## config.mk

```make
export PLATFORM = sky130hd
export DESIGN_NAME = sha2_pad_feeder_eddsa
export DESIGN_NICKNAME = d
export VERILOG_FILES = /design/src/rtl/sha2_pad_feeder_eddsa.sv
export SDC_FILE = /design/constraint.sdc
export NUM_CORES = 2
export LEC_CHECK = 0
export BUFFER_PORTS_ARGS = -buffer_cell sky130_fd_sc_hd__buf_2
export CORE_AREA = 3 3 449 451
export CTS_BUF_LIST = sky130_fd_sc_hd__clkbuf_8
export DETAILED_ROUTE_END_ITERATION = 7
export DIE_AREA = 0 0 452 454
export HOLD_SLACK_MARGIN = 0.15
export SLEW_MARGIN = 10
export SYNTH_ARGS = -nofsm -noshare
export SYNTH_HDL_FRONTEND = slang
export SYNTH_SLANG_ARGS = --single-unit
export TNS_END_PERCENT = 20
```

## constraint.sdc

```tcl
create_clock -name clk -period 5.43 [get_ports clk]
set_clock_uncertainty 0.1 [all_clocks]
set_input_delay 0 -clock clk [delete_from_list [all_inputs] [get_ports clk]]
set_output_delay 0 -clock clk [all_outputs]
set_load 0.01 [all_outputs]
```

## src/rtl/sha2_pad_feeder_eddsa.sv

```systemverilog
// rtl/sha2_pad_feeder_eddsa.sv - SHA-2 message padder and block feeder for the EdDSA hash core
//
// Takes a big-endian word stream, applies SHA-2 padding and the bit-length
// trailer, and assembles 16-word blocks. Each block is loaded into the core,
// the core runs its rounds, and the final chaining value is registered as
// the digest. The feeder drives the core's reset so that every message
// starts from the IV.
//
// Ports:
//   clk, rst                 clock, synchronous active-low reset
//   msg_valid/msg_ready      input word handshake
//   msg_data                 message word, first byte in the MSBs
//   msg_last/msg_last_bytes  final-word marker and its byte count (0..WIDTH/8)
//   core_rst                 active-low core reset (pulsed at message start)
//   core_load/core_data      16-cycle block load into the core
//   core_start/core_end_op   round enable and round-completion from the core
//   core_h                   core chaining value
//   digest/digest_valid      registered digest and its one-cycle update pulse
//   busy                     high from the first accepted word until digest_valid
module sha2_pad_feeder_eddsa #(
    parameter int WIDTH = 64,
    parameter int MODE  = 512,
    parameter int LEN_W = 64
) (
    input  logic                       clk,
    input  logic                       rst,
    input  logic                       msg_valid,
    output logic                       msg_ready,
    input  logic [WIDTH-1:0]           msg_data,
    input  logic                       msg_last,
    input  logic [$clog2(WIDTH/8):0]   msg_last_bytes,
    output logic                       core_rst,
    output logic                       core_load,
    output logic                       core_start,
    output logic [WIDTH-1:0]           core_data,
    input  logic                       core_end_op,
    input  logic [8*WIDTH-1:0]         core_h,
    output logic [8*WIDTH-1:0]         digest,
    output logic                       digest_valid,
    output logic                       busy
);

    localparam int BPW  = WIDTH / 8;
    localparam int LB_W = $clog2(BPW) + 1;
    localparam logic [WIDTH-1:0] MARK = {8'h80, {(WIDTH-8){1'b0}}};

    // The round count follows from MODE but the core reports completion
    // itself, so MODE only has to agree with WIDTH.
    if ((((MODE == 224) || (MODE == 256)) ? 32 : 64) != WIDTH) begin : g_width_mode_mismatch
    end

    typedef enum logic [2:0] {
        S_IDLE, S_INIT, S_FILL, S_PAD, S_LOAD, S_RUN, S_SETTLE, S_DONE
    } state_t;

    state_t             state;
    logic [WIDTH-1:0]   blk_buf [16];
    logic [3:0]         widx;
    logic [3:0]         kidx;
    logic [LEN_W-4:0]   len_bytes;
    logic               pend80;
    logic               final_blk;
    logic               msg_done;
    logic               init_pulse;

    logic [WIDTH-1:0]   last_word;
    logic [WIDTH-1:0]   pad_word;
    logic [LEN_W-4:0]   len_add;
    logic [LEN_W-1:0]   bit_len;
    logic [2*WIDTH-1:0] len_field;

    assign core_rst = rst & ~init_pulse;

    always_comb begin
        // Final word: keep the valid leading bytes, terminate with 0x80, zero the rest.
        last_word = '0;
        for (int b = 0; b < BPW; b++) begin
            if (b < int'(msg_last_bytes)) begin
                last_word[WIDTH-1-8*b -: 8] = msg_data[WIDTH-1-8*b -: 8];
            end else if (b == int'(msg_last_bytes)) begin
                last_word[WIDTH-1-8*b -: 8] = 8'h80;
            end
        end

        len_add   = msg_last ? (LEN_W-3)'(msg_last_bytes) : (LEN_W-3)'(BPW);
        bit_len   = {len_bytes, 3'b000};
        len_field = (2*WIDTH)'(bit_len);

        // Length lands in words 14..15 only once the 0x80 marker is already in
        // place; final_blk records that word 14 took the upper half.
        if (pend80) begin
            pad_word = MARK;
        end else if (widx == 4'd14) begin
            pad_word = len_field[2*WIDTH-1 -: WIDTH];
        end else if ((widx == 4'd15) && final_blk) begin
            pad_word = len_field[WIDTH-1:0];
        end else begin
            pad_word = '0;
        end
    end

    always_ff @(posedge clk) begin
        if (!rst) begin
            state        <= S_IDLE;
            for (int i = 0; i < 16; i++) blk_buf[i] <= '0;
            widx         <= '0;
            kidx         <= '0;
            len_bytes    <= '0;
            pend80       <= 1'b0;
            final_blk    <= 1'b0;
            msg_done     <= 1'b0;
            init_pulse   <= 1'b0;
            msg_ready    <= 1'b0;
            core_load    <= 1'b0;
            core_start   <= 1'b0;
            core_data    <= '0;
            digest       <= '0;
            digest_valid <= 1'b0;
            busy         <= 1'b0;
        end else begin
            digest_valid <= 1'b0;
            init_pulse   <= 1'b0;
            case (state)
                S_IDLE: begin
                    if (msg_valid) begin
                        init_pulse <= 1'b1;
                        state      <= S_INIT;
                    end
                end
                S_INIT: begin
                    len_bytes <= '0;
                    pend80    <= 1'b0;
                    final_blk <= 1'b0;
                    msg_done  <= 1'b0;
                    widx      <= '0;
                    msg_ready <= 1'b1;
                    state     <= S_FILL;
                end
                S_FILL: begin
                    if (msg_valid && msg_ready) begin
                        busy          <= 1'b1;
                        blk_buf[widx] <= msg_last ? last_word : msg_data;
                        widx          <= widx + 4'd1;
                        len_bytes     <= len_bytes + len_add;
                        if (msg_last) begin
                            msg_done  <= 1'b1;
                            pend80    <= (msg_last_bytes == LB_W'(BPW));
                            msg_ready <= 1'b0;
                        end else if (widx == 4'd15) begin
                            msg_ready <= 1'b0;
                        end
                        // A full block always goes to the core; padding then
                        // resumes from word 0 of the next block.
                        if (widx == 4'd15) begin
                            core_load <= 1'b1;
                            core_data <= blk_buf[0];
                            kidx      <= 4'd1;
                            state     <= S_LOAD;
                        end else if (msg_last) begin
                            state <= S_PAD;
                        end
                    end
                end
                S_PAD: begin
                    blk_buf[widx] <= pad_word;
                    widx          <= widx + 4'd1;
                    if (pend80) pend80 <= 1'b0;
                    if ((widx == 4'd14) && !pend80) final_blk <= 1'b1;
                    if (widx == 4'd15) begin
                        core_load <= 1'b1;
                        core_data <= blk_buf[0];
                        kidx      <= 4'd1;
                        state     <= S_LOAD;
                    end
                end
                S_LOAD: begin
                    // kidx wraps to 0 once words 1..15 have been presented.
                    if (kidx == 4'd0) begin
                        core_load  <= 1'b0;
                        core_start <= 1'b1;
                        state      <= S_RUN;
                    end else begin
                        core_data <= blk_buf[kidx];
                        kidx      <= kidx + 4'd1;
                    end
                end
                S_RUN: begin
                    if (core_end_op) begin
                        core_start <= 1'b0;
                        state      <= S_SETTLE;
                    end
                end
                S_SETTLE: begin
                    widx <= '0;
                    if (final_blk) begin
                        state <= S_DONE;
                    end else if (msg_done) begin
                        state <= S_PAD;
                    end else begin
                        msg_ready <= 1'b1;
                        state     <= S_FILL;
                    end
                end
                S_DONE: begin
                    digest       <= core_h;
                    digest_valid <= 1'b1;
                    busy         <= 1'b0;
                    state        <= S_IDLE;
                end
                default: state <= S_IDLE;
            endcase
        end
    end

endmodule

```

==> summary.md <==
| Metric | Value |
|---|---|
| Placed Cells | 8344 |
| Synth Register Bits | 1685 |
| Switching share of power | 25.6% |
| Most used DFF post-synth | edfxtp_1 |
| Final setup TNS | 0 ns |
| GRT overflow | 0 |
| Critical path's slowest cell | nand3_2 |
| Clock tree from TritonCTS | yes |
| Clock share of power | 41.6% |
| Worst Hold Class | in2reg |
| Slew at the pin closest to its max-slew limit | 1.27 ns |
| # Max-Cap Violations | 0 |
| Worst-path cell chain | nor2b_1, o211a_1, nand3_2, nand2_4, buf_12 |
| Max H-tree Level | 5 |
| Rows | 163 |
| Final setup violation count | 0 |
| Status | complete, no violations |
| Fin. Hold Viols | 0 |
| Worst-Skew Late Latency | approximately 1.0 ns |
| CTS root buf | clkbuf_8 |
| Core region area | 198000 µm² |
| Critical Path Start Type | register |
| First-pass GRT wire length | 474000 µm |
| Rel. slew slack | around 15% |
| Leak Pwr | 37.9 nW |
| Initial core utilization | around a third |
| Yosys top cell area share | a little under half |
| Element type at the critical path end | register |
| Fill cells | approximately 18000 |
| Fin. max-slew vios | 0 |
| DIE HEIGHT | 454 µm |
| Area Growth Syn to Fin | 44.1% |
| Period utilization | 79.2% |
| Via Count | around 56000 |
| Syn_nets | ~5400 |
| CTS resizes | 0 |
| Ranking of synthesized cells by area | edfxtp_1, dfxtp_1, mux4_2 |
| DP HPWL | 267000 µm |
| Net Switching | 0.00729 W |
| Via-to-Cell Ratio | 5.42 |
| # clock sinks | 1685 |
| Logic pwr share | 9.2% |
| I/O pin count | between 1000 and 1500 |
| Pint | 0.0212 W |
| Detail Route Antenna Nets | 0 |
| Routed length per instance | between 30 and 40 µm |
| Fin crit period | about 4.3 ns |
| Post-synth EDFFs | 1024 |
| Sequential cell area | approximately 44000 µm² |
| Total Nets Final | around 8000 |
| Worst EP required | 5.94 ns |
| Share of cells above drive strength 1 | 26.6% |
| Register area share after synthesis | around two thirds |
| DRT Pass-1 Iters | 6 |
| Yosys warning count | 0 |
| Kind of critical path | reg2reg |
| RSZ-0062 raised after global routing | false |
| WL final | 357000 µm |
| GP Congestion | 1.10 |
| # DRC | 0 |
| Fmax | 232 MHz |
| Tot GR Track Use | 33.9% |
| Clock slew at reported path FFs | 0.06 ns |
| Mapped Cells | a little under 5000 |
| Total CTS buffers | about 310 |
| Cell variety after synth | 59 |
| Crit path max fanout | 43 |
| Die Wd | roughly 450 µm |
| Initial antenna violation count | 123 |
| Multi-input logic area | approximately 20000 µm² |
| Synth Cell Area | 65400 µm² |
| Final Non-Filler Cells | 10300 |
| Syn avg cell area | 13.5 µm² |
| I/O Buffers | ~1200 |
| Power Dens Cells | 302 nW/µm² |
| VDD IR max | ~250 µV |
| Largest net degree at the start of global routing | 106 |
| Yosys top cell by area | edfxtp_1 |
| CTS max path bufs | 4 |
| Sequential fraction of design power | 49.2% |
| Vias in the first global route | 54100 |
| Slowest Stage Delay on Critical Path | slightly below 0.9 ns |
| Area of the die | approximately 210000 µm² |
| Crit path DAT | 4.82 ns |
| DRT iter0 DRCs | approximately 6500 |
| Async S/R FF share, synth | 0% |
-- placed cells by master (no fill, tap or decap), types with 10 or more instances in the layout --
cell type      netlist  routed
buf_12               0      28
a22oi_2              8      10
mux4_2             256     256
nand4_1             27      27
inv_1               15     110
nand2_1             61      44
clkbuf_8             0     345
or4_1               26      26
a21oi_1            252     249
dlygate4sd3_1        0    1373
diode_2              0      52
ha_1                10      10
clkinv_2             0      35
xor2_1              18      18
a22oi_1            178     176
edfxtp_1          1024    1024
nand3_2              1      13
clkinv_1             1      51
a22o_1             513     513
o21ai_0             88      88
and3_1              12      12
o31ai_1             28      28
nand2_4              0      16
or3_1               13      13
buf_4                0     120
dfxtp_1            661     659
nor2_1            1070    1069
buf_2               47    1166
nand3_1             39      27
-- worst paths after layout --
path / startpoint / endpoint / slack, ns / cells after the start
max reg2reg: state[1] / blk_buf[3][11] / 1.13 / 5
min: core_h[473] / digest[473] / 0.26 / 4
max: state[1] / blk_buf[3][11] / 1.13 / 5
min reg2reg: busy / busy / 0.36 / 1
-- layer usage --
metal  part of all wire [%]  global-route usage (%)
met5                  0.085                   0.420
met4                    4.9                    14.3
met3                    9.2                    8.71
met2                     44                    51.4
met1                     41                    46.0
-- flip-flops by register name (all words and copies together) (netlist names), 3 cells and up, named ones only --
register / flops
digest: 512
blk_buf: 1024
len_bytes: 61
state: 3
widx: 4
core_data: 64
kidx: 4
-- cell usage after synthesis (8+ instances only) --
master,number
nor2b_1,9
ha_1,10
a21oi_1,252
edfxtp_1,1024
mux4_2,256
dfxtp_1,661
nor2_1,1070
nand4_1,27
a22oi_2,8
clkbuf_1,371
o31ai_1,28
inv_1,15
nand3_1,39
a22oi_1,178
a22o_1,513
xor2_1,18
buf_1,33
and2_1,9
buf_2,47
nand2_1,61
and3_1,12
or4_1,26
or3_1,13
o21ai_0,88
-- per-stage QoR --
step / hold slack, ns / util, % / instance area, µm² / setup slack (ns) / power, W
floorplan: 0.0194 / - / 65400 / 1.81 / 0.0151
global placement: 0.109 / 37.7 / 74500 / 1.35 / 0.0161
detailed placement: 0.111 / 37.7 / 74500 / 1.25 / 0.0161
CTS: 0.150 / 47.6 / 94000 / 1.20 / 0.0285
global route: 0.197 / 47.6 / 94100 / 0.961 / 0.0293
finish: 0.255 / 47.7 / 94200 / 1.13 / 0.0285
-- cells by family after synthesis --
logic type,Yosys count,share of synthesized area (%)
AO/OA/AOI/OAI,1097,12.3
adder cells (fa/ha/maj),11,0.222
XOR/XNOR,23,0.308
flip-flops,1685,67.3
buffers and inverters,467,2.77
AND/OR/NAND/NOR,1303,8.24
multiplexers,257,8.84
-- worst max-delay path: cells and delay by family (launching register included) --
family                 cells  cell delay (ns)
AOI/OAI and AO/OA          1             0.65
DFF                        1             0.75
buffers and inverters      1             0.31
and+or+nand+nor            3             1.86
-- power groups by stage --
stage          Sequential (W)  Clock (W)  Combinational (W)
2_1_floorplan          0.0142          0           0.000856
3_3_place_gp           0.0143          0            0.00184
3_5_place_dp           0.0143          0            0.00185
4_1_cts                0.0140     0.0120            0.00254
5_1_grt                0.0140     0.0126            0.00271
6_report               0.0140     0.0118            0.00261
-- what timing repair did --
action,CTS,global route
hold endpoints to repair,1851,0
setup buffers,0,0
hold buffers,1374,0
endpoints found under the setup margin,0,0
-- cell type report --
| cell class | instances | share of cell area [%] |
|---|---|---|
| inverters | 16 | 0.0638 |
| multi-input cells | 2691 | 21.1 |
| clock buffers | 345 | 5.04 |
| well taps | 2640 | 3.51 |
| diodes | 52 | 0.138 |
| clock inverters | 195 | 1.10 |
| repair buffers | 2687 | 22.3 |
| flip-flops and latches | 1685 | 46.7 |
Note: power is estimated with default switching activity, not from simulation.
